**config.mk**
```make
export PLATFORM = sky130hd
export DESIGN_NAME = uart_tx_arbiter_flat
export DESIGN_NICKNAME = d
export VERILOG_FILES = /design/src/rtl/uart_tx_arbiter_pkg.sv /design/src/rtl/uart_tx_arbiter_if.sv /design/src/rtl/uart_tx_arbiter_rr_pick.sv /design/src/rtl/uart_tx_arbiter.sv /design/src/flat_wrapper.sv
export SDC_FILE = /design/constraint.sdc
export NUM_CORES = 1
export LEC_CHECK = 0
export CORE_UTILIZATION = 55
export DETAILED_ROUTE_END_ITERATION = 8
export GPL_TIMING_DRIVEN = 0
export PLACE_DENSITY = 0.84
export SETUP_SLACK_MARGIN = 0.05
export SKIP_CTS_REPAIR_TIMING = 1
export SLEW_MARGIN = 5
export SYNTH_ARGS = -nofsm -noshare
export SYNTH_HDL_FRONTEND = slang
export SYNTH_SLANG_ARGS = --single-unit
```
**constraint.sdc**
```tcl
create_clock -name clk -period 3.8 [get_ports clk]
set_input_delay 0.57 -clock clk [delete_from_list [all_inputs] [get_ports clk]]
set_output_delay 0.57 -clock clk [all_outputs]
set_load 0.02 [all_outputs]
```
**src/rtl/uart_tx_arbiter_pkg.sv**
```systemverilog
// Shared types and constants for the UART transmit arbiter and its helpers.
// Also holds the index-width helper reused by the round-robin picker.
package uart_tx_arbiter_pkg;

    typedef enum logic [1:0] {
        IDLE  = 2'd0,
        START = 2'd1,
        DRAIN = 2'd2,
        GAP   = 2'd3
    } state_e;

    localparam int unsigned CLK_HZ = 12_000_000;
    localparam int unsigned BAUD   = 115_200;
    // One bit period of the transmitter, used as the stop-bit guard gap.
    localparam int unsigned DIVI           = CLK_HZ / BAUD;
    localparam int          GAP_CYCLES_DEF = int'(DIVI);
    localparam int          CNT_W          = 16;

    function automatic int clog2(input int n);
        int r;
        r = 0;
        while ((1 << r) < n) r++;
        return (r < 1) ? 1 : r;
    endfunction

endpackage

```
**src/rtl/uart_tx_arbiter_if.sv**
```systemverilog
// Requester byte handshake plus the level start / busy link to uart_tx.
// The arbiter uses the slave view; producers and the transmitter model use master.
interface uart_tx_arbiter_if #(
    parameter int NUM_REQ = 3
);
    logic [NUM_REQ-1:0]   req_valid;
    logic [8*NUM_REQ-1:0] req_data;
    logic [NUM_REQ-1:0]   req_last;
    logic [NUM_REQ-1:0]   req_ready;
    logic                 tx_start;
    logic [7:0]           tx_data;
    logic                 tx_busy;

    modport master (
        output req_valid, req_data, req_last, tx_busy,
        input  req_ready, tx_start, tx_data
    );

    modport slave (
        input  req_valid, req_data, req_last, tx_busy,
        output req_ready, tx_start, tx_data
    );
endinterface

```
**src/rtl/uart_tx_arbiter_rr_pick.sv**
```systemverilog
// Combinational round-robin picker: first set mask bit after last_i, wrapping.
// Returns the winner as one-hot and as an index, plus an any-eligible flag.
module uart_tx_arbiter_rr_pick
    import uart_tx_arbiter_pkg::*;
#(
    parameter int N  = 3,
    parameter int IW = clog2(N)
) (
    input  logic [N-1:0]  mask_i,
    input  logic [IW-1:0] last_i,
    output logic [N-1:0]  onehot_o,
    output logic [IW-1:0] idx_o,
    output logic          any_o
);

    always_comb begin
        int            c;
        logic [IW-1:0] ci;
        onehot_o = '0;
        idx_o    = '0;
        any_o    = 1'b0;
        for (int k = 1; k <= N; k++) begin
            c  = (int'(last_i) + k) % N;
            ci = IW'(c);
            if (!any_o && mask_i[ci]) begin
                any_o        = 1'b1;
                idx_o        = ci;
                onehot_o[ci] = 1'b1;
            end
        end
    end

endmodule

```
**src/rtl/uart_tx_arbiter.sv**
```systemverilog
// Shares one uart_tx among NUM_REQ byte producers with round-robin arbitration,
// packet lock, a post-busy guard gap and a start timeout.
module uart_tx_arbiter
    import uart_tx_arbiter_pkg::*;
#(
    parameter int NUM_REQ       = 3,
    parameter int GAP_CYCLES    = GAP_CYCLES_DEF,
    parameter int START_TIMEOUT = 255,
    parameter int IW            = clog2(NUM_REQ)
) (
    input  logic                clk,
    input  logic                reset,
    uart_tx_arbiter_if.slave    bus,
    output logic [IW-1:0]       grant_id,
    output logic                active,
    output logic                err_timeout
);

    localparam logic [CNT_W-1:0] TO_LIM  = CNT_W'((START_TIMEOUT > 0) ? START_TIMEOUT - 1 : 0);
    localparam logic [CNT_W-1:0] GAP_LIM = CNT_W'((GAP_CYCLES > 0) ? GAP_CYCLES - 1 : 0);

    state_e             state_q, state_d;
    logic [CNT_W-1:0]   cnt_q, cnt_d, cnt_inc;
    logic               lock_q, lock_d;
    logic [IW-1:0]      owner_q, owner_d;
    logic [IW-1:0]      last_q, last_d;
    logic [IW-1:0]      grant_q, grant_d;
    logic [7:0]         data_q, data_d;
    logic               err_q, err_d;

    logic [NUM_REQ-1:0] eligible, pick_oh, ready_c;
    logic [IW-1:0]      pick_idx;
    logic               pick_any, start_c;

    // While a packet is locked only its owner may compete.
    assign eligible = lock_q ? (bus.req_valid & (NUM_REQ'(1) << owner_q)) : bus.req_valid;

    uart_tx_arbiter_rr_pick #(.N(NUM_REQ), .IW(IW)) u_pick (
        .mask_i   (eligible),
        .last_i   (last_q),
        .onehot_o (pick_oh),
        .idx_o    (pick_idx),
        .any_o    (pick_any)
    );

    assign cnt_inc = (cnt_q == '1) ? cnt_q : cnt_q + 1'b1;

    always_comb begin
        state_d = state_q;
        cnt_d   = cnt_q;
        lock_d  = lock_q;
        owner_d = owner_q;
        last_d  = last_q;
        grant_d = grant_q;
        data_d  = data_q;
        err_d   = 1'b0;
        ready_c = '0;
        start_c = 1'b0;
        case (state_q)
            IDLE: begin
                ready_c = reset ? '0 : pick_oh;
                if (pick_any) begin
                    data_d  = bus.req_data[{pick_idx, 3'b000} +: 8];
                    grant_d = pick_idx;
                    last_d  = pick_idx;
                    owner_d = pick_idx;
                    lock_d  = ~bus.req_last[pick_idx];
                    cnt_d   = '0;
                    state_d = START;
                end
            end
            START: begin
                start_c = 1'b1;
                cnt_d   = cnt_inc;
                // Busy takes priority over a timeout landing on the same clock.
                if (bus.tx_busy) begin
                    cnt_d   = '0;
                    state_d = DRAIN;
                end else if (cnt_q >= TO_LIM) begin
                    err_d   = 1'b1;
                    lock_d  = 1'b0;
                    cnt_d   = '0;
                    state_d = IDLE;
                end
            end
            DRAIN: begin
                if (!bus.tx_busy) begin
                    cnt_d   = '0;
                    state_d = GAP;
                end
            end
            GAP: begin
                cnt_d = cnt_inc;
                if (cnt_q >= GAP_LIM) state_d = IDLE;
            end
            default: state_d = IDLE;
        endcase
    end

    always_ff @(posedge clk) begin
        if (reset) begin
            state_q <= IDLE;
            cnt_q   <= '0;
            lock_q  <= 1'b0;
            owner_q <= '0;
            last_q  <= IW'(NUM_REQ - 1);
            grant_q <= '0;
            data_q  <= '0;
            err_q   <= 1'b0;
        end else begin
            state_q <= state_d;
            cnt_q   <= cnt_d;
            lock_q  <= lock_d;
            owner_q <= owner_d;
            last_q  <= last_d;
            grant_q <= grant_d;
            data_q  <= data_d;
            err_q   <= err_d;
        end
    end

    assign bus.req_ready = ready_c;
    assign bus.tx_start  = start_c;
    assign bus.tx_data   = data_q;
    assign grant_id      = grant_q;
    assign active        = (state_q != IDLE) || lock_q;
    assign err_timeout   = err_q;

endmodule

```
**src/flat_wrapper.sv**
```systemverilog
// flat-port wrapper written by rule: the top's interface ports become plain ports
module uart_tx_arbiter_flat import uart_tx_arbiter_pkg::*;
#(
    parameter int NUM_REQ       = 3,
    parameter int GAP_CYCLES    = GAP_CYCLES_DEF,
    parameter int START_TIMEOUT = 255,
    parameter int IW            = clog2(NUM_REQ)
)
  (clk, reset, grant_id, active, err_timeout, bus_req_valid, bus_req_data, bus_req_last, bus_tx_busy, bus_req_ready, bus_tx_start, bus_tx_data);
  uart_tx_arbiter_if #(.NUM_REQ(NUM_REQ)) bus_i ();
  input  logic clk;
  input  logic reset;
  output logic [IW-1:0] grant_id;
  output logic active;
  output logic err_timeout;
  input wire logic [$bits(bus_i.req_valid)-1:0] bus_req_valid;
  input wire logic [$bits(bus_i.req_data)-1:0] bus_req_data;
  input wire logic [$bits(bus_i.req_last)-1:0] bus_req_last;
  input wire logic [$bits(bus_i.tx_busy)-1:0] bus_tx_busy;
  output wire logic [$bits(bus_i.req_ready)-1:0] bus_req_ready;
  output wire logic [$bits(bus_i.tx_start)-1:0] bus_tx_start;
  output wire logic [$bits(bus_i.tx_data)-1:0] bus_tx_data;
  assign bus_i.req_valid = bus_req_valid;
  assign bus_i.req_data = bus_req_data;
  assign bus_i.req_last = bus_req_last;
  assign bus_i.tx_busy = bus_tx_busy;
  assign bus_req_ready = bus_i.req_ready;
  assign bus_tx_start = bus_i.tx_start;
  assign bus_tx_data = bus_i.tx_data;
  uart_tx_arbiter #(.NUM_REQ(NUM_REQ), .GAP_CYCLES(GAP_CYCLES), .START_TIMEOUT(START_TIMEOUT), .IW(IW)) u_core (.clk(clk), .reset(reset), .bus(bus_i), .grant_id(grant_id), .active(active), .err_timeout(err_timeout));
endmodule
```
# --- Yosys cells after proc, flatten, opt, wreduce, memory -nomap -nowiden ---
# Index checks and enable logic that the tools add are counted.
# Widths: inputs -> output; s select.
totals:
  reg_bits: 32
  latch_bits: 0
  mem_bits_rw: 0
  romBits: 0
  in_bits: 33
  n_memories: 0
op_classes:
  n_addsub: 4
  multipliers: 0
  div: 3
  magnitude_cmp: 9
  eq_ne: 10
  shift: 2
  mux: 44
  bitwise: 5
  n_reduce_logical: 16
op_table:
  columns: ["operator", "count"]
  rows:
  - ["$mod 32x3->32 const B", 3]
  - ["$mux 16", 5]
  - ["$pmux 16 s4", 1]
  - ["$shiftx 24x6->8", 1]
  - ["$mux 3", 6]
  - ["$add 16x1->16 const B", 1]
  - ["$eq 16x16->1 const B", 1]
  - ["$ge 16x7->1 const B", 1]
  - ["$ge 16x8->1 const B", 1]
  - ["$mux 2", 8]
  - ["$mux 1", 15]
  - ["$lt 2x3->1 const B", 4]
  - ["$bmux 1 s2", 4]
  - ["$pmux 2 s4", 1]
  - ["$reduce_and 4->1", 2]
  - ["$add 2x2->3 const B", 2]
  - ["$demux 1 s2", 3]
  - ["$ge 2x1->1 const B", 3]
  - ["$ne 2x1->1 const B", 3]
  - ["$or 3x3->3", 2]
  - ["$logic_and 1x1->1", 5]
  - ["$eq 2x2->1 const B", 2]
  - ["$ne 2x2->1 const B", 2]
  - ["$reduce_and 2->1", 2]
  - ["12 further kinds", 15]

# --- Longest topological paths before layout ---
# Gate-level depths: netlist of the first run.
logic_depth:
  ltp_word: 17
  depth_mapped: 10
  mapped_depth_nobuf: 8

# --- Modules after synthesis ---
# Synthesis of the first run repeated with hierarchy kept, for this count alone.
hier_totals:
  cells_unflattened: 270
  hier_area_um2: 2222.1
by_module_without_submodules:
  columns: ["mod", "instances", "cells_per_inst", "area_each_um2", "seq_area_each_um2"]
  rows:
  - ["uart_tx_arbiter", 1, 229, 1924.3, 620.6]
  - ["uart_tx_arbiter_rr_pick", 1, 41, 297.8, 0.0]

# --- Worst setup path before layout of the first run ---
# OpenSTA, ideal clock, no wires.
synth_path:
  path_type: "reg-to-output"
  startpoint: "register u_core.last_q[0]"
  endpoint: "output bus_req_ready[1]"
  arrival_ps: 2172
  t_required_ps: 3230
  setup_slack_ps: 1058
  path_stages_with_launch: 8
  path_buffers: 1
  path_cell_list: "dfxtp_1 -> inv_1 -> ha_1 -> clkbuf_1 -> nand2b_1 -> a2111oi_0 -> o21ai_0 -> a31oi_1"
synth_between:
  elab_chain_len: 13
synth_lines:
  columns: ["item", "line", "text"]
  rows:
  - ["from (decl)", "uart_tx_arbiter.sv:26", "logic [IW-1:0] last_q, last_d;"]
  - ["from (signal assigned)", "uart_tx_arbiter.sv:106", "last_q <= IW'(NUM_REQ - 1);"]
  - ["from (signal assigned)", "uart_tx_arbiter.sv:115", "last_q <= last_d;"]
  - ["$add 2x1->3", "uart_tx_arbiter_rr_pick.sv:23", "c = (int'(last_i) + k) % N;"]
  - ["$mod 32x3->32", "uart_tx_arbiter_rr_pick.sv:23", null]
  - ["$lt 2x3->1 (not written as such), or another cell as far along", "uart_tx_arbiter_rr_pick.sv:28", "onehot_o[ci] = 1'b1;"]
  - ["$logic_and 1x1->1 (not written as such) or $mux 1 (tied branches)", "uart_tx_arbiter_rr_pick.sv:28, uart_tx_arbiter_rr_pick.sv:25", null]
  - ["$mux 1 (on tied branches)", "uart_tx_arbiter_rr_pick.sv:28, uart_tx_arbiter_rr_pick.sv:25", null]
  - ["$demux 1 s2 or $logic_not 1->1 (tied branches)", "uart_tx_arbiter_rr_pick.sv:28, uart_tx_arbiter_rr_pick.sv:25", null]
  - ["$mux 3 or $logic_and 1x1->1 (tied branches)", "uart_tx_arbiter_rr_pick.sv:25", "if (!any_o && mask_i[ci]) begin"]
  - ["$or 3x3->3 (no source line) or $mux 1 (tied branches)", null, null]
  - ["$mux 3 or $logic_not 1->1 (tied branches)", "uart_tx_arbiter_rr_pick.sv:25", null]
  - ["$or 3x3->3 (no source line) or $logic_and 1x1->1 (tied branches)", null, null]
  - ["$mux 3 *", "uart_tx_arbiter_rr_pick.sv:25", null]
  - ["$mux 3 *", "uart_tx_arbiter.sv:61", "ready_c = reset ? '0 : pick_oh;"]
  - ["$mux 3 *", "uart_tx_arbiter.sv:59", "case (state_q)"]
  - ["to (decl)", "flat_wrapper.sv:20", "output wire logic [$bits(bus_i.req_ready)-1:0] bus_req_ready;"]
# Every way passes the cells marked *; elsewhere a longest branch is shown, timed or not. The select of a mux whose other input is x is not followed.

# --- Final worst setup path of the first run ---
layout_path:
  startpoint: "input bus_req_valid[1]"
  endpoint: "output bus_req_ready[1]"
layout_between:
  elab_chain_len: 13
layout_lines:
  columns: ["item", "line", "text"]
  rows:
  - ["from (decl)", "flat_wrapper.sv:16", "input wire logic [$bits(bus_i.req_valid)-1:0] bus_req_valid;"]
  - ["$and 3x3->3", "uart_tx_arbiter.sv:36", "assign eligible = lock_q ? (bus.req_valid & (NUM_REQ'(1) << owner_q)) : bus.req_valid;"]
  - ["$mux 3 *", "uart_tx_arbiter.sv:36", null]
  - ["$bmux 1 s2", "uart_tx_arbiter_rr_pick.sv:25", null]
  - ["$mux 1 (not written as such)", "uart_tx_arbiter_rr_pick.sv:25", null]
  - ["$mux 1", "uart_tx_arbiter_rr_pick.sv:25", null]
  - ["$logic_not 1->1", "uart_tx_arbiter_rr_pick.sv:25", null]
  - ["$logic_and 1x1->1", "uart_tx_arbiter_rr_pick.sv:25", null]
  - ["$mux 1", "uart_tx_arbiter_rr_pick.sv:25", null]
  - ["$logic_not 1->1", "uart_tx_arbiter_rr_pick.sv:25", null]
  - ["$logic_and 1x1->1", "uart_tx_arbiter_rr_pick.sv:25", null]
  - ["$mux 3 *", "uart_tx_arbiter_rr_pick.sv:25", null]
  - ["$mux 3 *", "uart_tx_arbiter.sv:61", null]
  - ["$mux 3 *", "uart_tx_arbiter.sv:59", null]
# Marks and branches as above.

==> results of run 1 <==
-- worst min-delay path: cells and delay by family (launching register included) --
| family | cells | cell delay, ps |
|---|---|---|
| DFF | 1 | 310 |
| AOI/OAI and AO/OA | 1 | 60 |
| and+or+nand+nor | 1 | 70 |
-- flip-flops by register name, summed over array words and instances, names as in the netlist, named ones only --
register / flops
u_core.cnt_q: 16
u_core.last_q: 2
u_core.lock_q: 1
u_core.state_q: 1
u_core.bus.tx_data: 8
u_core.owner_q: 1
u_core.err_timeout: 1
-- cell type report --
class,count,area share
clock buffer,7,0.0269
multi-input combinational,223,0.526
sequential,31,0.219
tap,48,0.0212
clock inverter,1,0.00176
inverter,8,0.0106
buffer,15,0.0291
timing repair buffer,47,0.166
-- how the worst max path moves through the flow --
stage | from | to | slack (ps) | depth (start not counted)
detailed placement | u_core.last_q[0] | bus_req_ready[0] | 320 | 8
global route | bus_req_valid[1] | bus_req_ready[1] | 150 | 8
CTS | u_core.last_q[0] | bus_req_ready[0] | 20 | 8
finish | bus_req_valid[1] | bus_req_ready[1] | 320 | 8
floorplan | u_core.last_q[0] | bus_req_ready[1] | 1060 | 7
global placement | bus_req_valid[1] | bus_req_ready[1] | 360 | 8
-- power by group through the flow --
stage | clock network, mW | registers, mW | logic [mW]
after floorplan | 0 | 0.512 | 0.726
after global placement | 0 | 0.466 | 1.10
final | 0.249 | 0.468 | 1.15
after detailed placement | 0 | 0.470 | 1.12
after CTS | 0.251 | 0.465 | 1.13
after global routing | 0.266 | 0.475 | 1.24
-- per-layer routing --
layer  routed length (microns)  global-route usage  vias up
met5                         0                   0        -
met2                      2770               0.478       44
met3                       172              0.0625       12
li1                          -                   -     1155
met1                      2820               0.377     1133
met4                       110               0.101        0
-- synth_stat cells, types with 2 or more instances --
library cell	n
nor3b_2	2
o21ai_2	2
a31oi_1	7
buf_4	3
o31ai_1	3
a2bb2oi_1	3
nor2b_1	4
nand2_1	17
clkbuf_1	6
or2_2	2
o41ai_1	8
and4b_1	2
or4_1	4
nor3_1	6
o31a_1	2
nand2b_1	9
dfxtp_1	31
ha_1	6
nor2_1	26
or2b_1	3
and2_1	3
nand4b_1	4
o21ai_1	3
nand3_1	9
a21oi_1	14
or3_1	10
o21a_1	2
buf_2	3
and4_1	3
o21ai_0	13
nand3b_1	9
a21oi_2	6
inv_1	8
and3b_1	3
o211ai_1	4
mux2i_1	11
nand4_1	4
and3_1	2
-- metrics by stage --
| step | std cells | cell area, sq um |
|---|---|---|
| final | 380 | 2840 |
| after global routing | 380 | 2840 |
| after CTS | 380 | 2830 |
| after detailed placement | 372 | 2750 |
| after global placement | 372 | 2750 |
| after floorplan | 277 | 2220 |
-- kinds of logic (layout without fill, tap and decap cells) --
family,count (synthesis),after routing,synth area share
adders and majority gates,6,6,0.0339
and+or+nand+nor,127,127,0.337
xor gates and xnor gates,2,2,0.00791
muxes,11,11,0.0497
DFF,31,31,0.280
AOI/OAI and AO/OA,77,77,0.242
buffers and inverters,23,78,0.0497
==> flow_summary.json, run 1 <==
{
  "status": "finished clean",
  "firstDrtPassIters": 4,
  "async_reset_ff_frac": 0,
  "setup_violations": 0,
  "drive_above_1_share": 0.108,
  "core_sq_um": 3770,
  "fp.dieW_microns": 65.5,
  "powerDensity_nw_per_um2": 656,
  "rsz0062_at_grt": "false",
  "final_common_cell": "clkdlybuf4s50_1",
  "p_clk_frac": 0.134,
  "hold_path_end": "u_core.bus.tx_data[6]",
  "grt-ovfl-total": 0,
  "yosysTopAreaCellShare": 0.280,
  "post-dp-hpwl_mm": 4.35,
  "cts.htree.levels": 2,
  "max_slew_margin": 0.493,
  "timing.rr.start": "u_core.last_q[0]",
  "synth_area_leaders": "dfxtp_1, mux2i_1, nor2_1",
  "cpLargestDelayFamily": "buffers and inverters",
  "cp_slowest_cell": "clkdlybuf4s50_1",
  "cp_num_buf_inv": 2,
  "worstSetupPathType": "input port to output port",
  "vias": 2344,
  "synth_warnings": 0,
  "worst_setup_path_start_kind": "input port",
  "seq_area_frac_synth": 0.280,
  "synth-edff-count": 0,
  "wl_mm": 5.87,
  "maxCapViolations": 0,
  "antenna_found_initial": 0,
  "yosys.area.top_type": "dfxtp_1",
  "rrSetupSlack_ps": 1220,
  "ys_seq_elements": 31,
  "synth_area_sq_um": 2220,
  "die-area_sq_um": 4290,
  "grt_pass1_vias": 2190,
  "fin_worst_skew_ps": 5.63,
  "vias_per_cell": 6.17,
  "p_leak_nw": 1.02,
  "fin_util": 0.752,
  "syn_area_per_cell_sq_um": 8.00,
  "multi_input_area_sq_um": 1490,
  "grt_start_max_net_pins": 11,
  "p_sw_uw": 851,
  "layout_common_cells": "clkdlybuf4s50_1, dfxtp_1, nor2_1, nand2_1, a21oi_1",
  "worst_ep_required_time_ps": 3230,
  "finalCritPeriodShare": 0.917,
  "hold_path_depth": 2,
  "period_minus_slack_ps": 3480,
  "pin_count": 49,
  "pwr-share-comb": 0.615,
  "whs_ps": 486,
  "ys_types": 58,
  "ir_drop_mv": 0.519,
  "min-delay-start": "u_core.bus.tx_data[6]",
  "avgRoutedWirePerCell_microns": 15.4,
  "rows": 22,
  "gp_congestion": 0.876,
  "start_util": 0.588,
  "critPathMaxFanout": 6,
  "ff2ff_path_depth": 9,
  "seq_power_share": 0.251,
  "cts-root-buf": "clkbuf_8",
  "fmax_ghz": 0.287,
  "fillers": 303,
  "place_ws_ps": 321,
  "p_total_mw": 1.86,
  "cts_tree": "yes",
  "timing.rr.end": "u_core.cnt_q[9]",
  "drt_iter0_drc": 187,
  "ant_nets": 0,
  "arrival_ps": 2910,
  "die_y_microns": 65.5,
  "max-clock-path-buffers": 2,
  "fin_nets": 370,
  "synthCells": 277,
  "crit_chain": "clkdlybuf4s50_1, and3b_1, nor3_2, nand2_1, nor3_1, o21ai_0, a31oi_1, clkdlybuf4s50_1",
  "numCtsBuffers": 5,
  "crit_path_end_kind": "output port",
  "critPathMaxStageDelay_ps": 620,
  "fin_tns_setup_ps": 0,
  "cts.sinks": 31,
  "switching_share": 0.457,
  "hold_viol_final": 0,
  "cp_common_cell": "clkdlybuf4s50_1",
  "insertion_delay_ps": 280,
  "synthToLayoutAreaGrowth_pct": 28.1,
  "grt_util_all_layers": 0.292,
  "syn-num-nets": 316,
  "num_antenna_cells": 0,
  "drc": 0,
  "path_clk_slew_ps": 60,
  "seq_area_sq_um": 622,
  "tightest_slew_ps": 759,
  "synth_top_flop_cell": "dfxtp_1",
  "io_buffers": 47,
  "fin_ws_ps": 315,
  "report.final.slew_viol_count": 0,
  "p_int_mw": 1.01,
  "grt_pass1_wl_mm": 9.76,
  "hold_path.class": "register to register"
}
Note: power is estimated with default switching activity, not from simulation.
==> run 2: changes to the inputs <==
--- a/config.mk
+++ b/config.mk
@@ -7,7 +7,7 @@
 export LEC_CHECK = 0
 export CORE_UTILIZATION = 55
 export DETAILED_ROUTE_END_ITERATION = 8
-export GPL_TIMING_DRIVEN = 0
+export GPL_TIMING_DRIVEN = 1
 export PLACE_DENSITY = 0.84
 export SETUP_SLACK_MARGIN = 0.05
 export SKIP_CTS_REPAIR_TIMING = 1
==> run 2 against run 1 <==
Compared with the run above:
- cell count decreased by 2.9%
- non-clock buffer count shrank 11
- clock power grew 37%
- global-route usage decreased by 1.9 points
- worst setup slack improved by 27 ps
- fmax grew 0.77%
- largest power group unchanged
==> flow_summary.json, run 2 (synthesized netlist as in run 1, its figures left out) <==
{
  "p_leak_nw": 1.00,
  "cts.htree.levels": 2,
  "start_util": 0.588,
  "crit_path_end_kind": "output port",
  "vias_per_cell": 6.00,
  "ff2ff_path_depth": 7,
  "final_common_cell": "clkdlybuf4s50_1",
  "grt_util_all_layers": 0.273,
  "wl_mm": 5.43,
  "grt_start_max_net_pins": 26,
  "powerDensity_nw_per_um2": 670,
  "placed_cells": 361,
  "period_minus_slack_ps": 3460,
  "largest_register": "u_core.cnt_q",
  "avgRoutedWirePerCell_microns": 14.7,
  "postPlaceCellArea_sq_um": 2700,
  "fillers": 307,
  "grt-ovfl-total": 0,
  "hold_viol_final": 0,
  "fin_nets": 359,
  "cts_tree": "yes",
  "worst_setup_path_start_kind": "register",
  "instances_no_fill": 369,
  "firstDrtPassIters": 4,
  "largest_reg_flops": 16,
  "critPathMaxFanout": 19,
  "post-dp-hpwl_mm": 3.90,
  "worstSetupPathType": "register to output port",
  "fin_worst_skew_ps": 3.29,
  "insertion_delay_ps": 290,
  "arrival_ps": 2890,
  "fin_util": 0.748,
  "report.final.slew_viol_count": 0,
  "hold_path.class": "register to register",
  "grt_pass1_vias": 1890,
  "path_clk_slew_ps": 70,
  "antenna_found_initial": 0,
  "hold_path_end": "u_core.bus.tx_data[7]",
  "hold_path_depth": 2,
  "core_sq_um": 3770,
  "drt_iter0_drc": 239,
  "rrSetupSlack_ps": 1140,
  "place_ws_ps": 374,
  "max-clock-path-buffers": 2,
  "die_y_microns": 65.5,
  "p_total_mw": 1.89,
  "min-delay-start": "u_core.bus.tx_data[7]",
  "layout_common_cells": "clkdlybuf4s50_1, dfxtp_1, nor2_1, nand2_1, a21oi_1",
  "fp.dieW_microns": 65.5,
  "maxCapViolations": 0,
  "gp_congestion": 0.911,
  "fin_area_sq_um": 2820,
  "pin_count": 49,
  "ant_nets": 0,
  "num_antenna_cells": 0,
  "setup_violations": 0,
  "fmax_ghz": 0.289,
  "timing.rr.end": "u_core.bus.tx_data[5]",
  "timing.rr.start": "u_core.last_q[0]",
  "synthToLayoutAreaGrowth_pct": 27.3,
  "cts-root-buf": "clkbuf_8",
  "grt_pass1_wl_mm": 9.07,
  "rsz0062_at_grt": "false",
  "drc": 0,
  "fin_tns_setup_ps": 0,
  "drive_above_1_share": 0.0935,
  "die-area_sq_um": 4290,
  "numCtsBuffers": 5,
  "max_slew_margin": 0.474,
  "ir_drop_mv": 0.627,
  "worst_ep_required_time_ps": 3230,
  "finalCritPeriodShare": 0.910,
  "cts.sinks": 31,
  "tightest_slew_ps": 778,
  "whs_ps": 487,
  "status": "finished clean",
  "vias": 2215,
  "fin_ws_ps": 342,
  "io_buffers": 48,
  "rows": 22
}
-- run 2: report_power, final --
group / switching (mW) / total (mW) / internal (mW)
combinational: 0.625 / 1.08 / 0.456
sequential: 0.0673 / 0.467 / 0.400
clock: 0.130 / 0.342 / 0.212
total: 0.822 / 1.89 / 1.07
-- run 2: cell type report --
class                   count  area, sq um  area share
clock inverters             2         35.0      0.0124
clock buffers               6         82.6      0.0293
repair buffers             51          503       0.178
inverters                   8         30.0      0.0106
well taps                  48         60.1      0.0213
flip-flops and latches     31          621       0.220
multi-input cells         223         1490       0.528
-- run 2: per-layer routing --
layer	vias up	track usage	part of all wire
li1	1123	-	-
met1	1031	0.393	0.50
met2	55	0.416	0.46
met3	6	0.0486	0.034
met4	0	0.0707	0.0063
met5	-	0	0
-- run 2: critical path: stages (launching register included) --
cell,delay [ps]
dfxtp_1,490
ha_1,570
or4b_1,480
a21oi_1,180
o21ai_0,110
a31oi_1,160
clkdlybuf4s50_1,610
-- run 2: worst max-delay path by stage --
stage | startpoint | to | cells past startpoint
floorplan | u_core.last_q[0] | bus_req_ready[1] | 7
global placement | bus_req_valid[1] | bus_req_ready[1] | 8
detailed placement | bus_req_valid[1] | bus_req_ready[1] | 8
CTS | u_core.last_q[0] | bus_req_ready[1] | 7
global route | u_core.last_q[0] | bus_req_ready[1] | 6
finish | u_core.last_q[0] | bus_req_ready[1] | 6
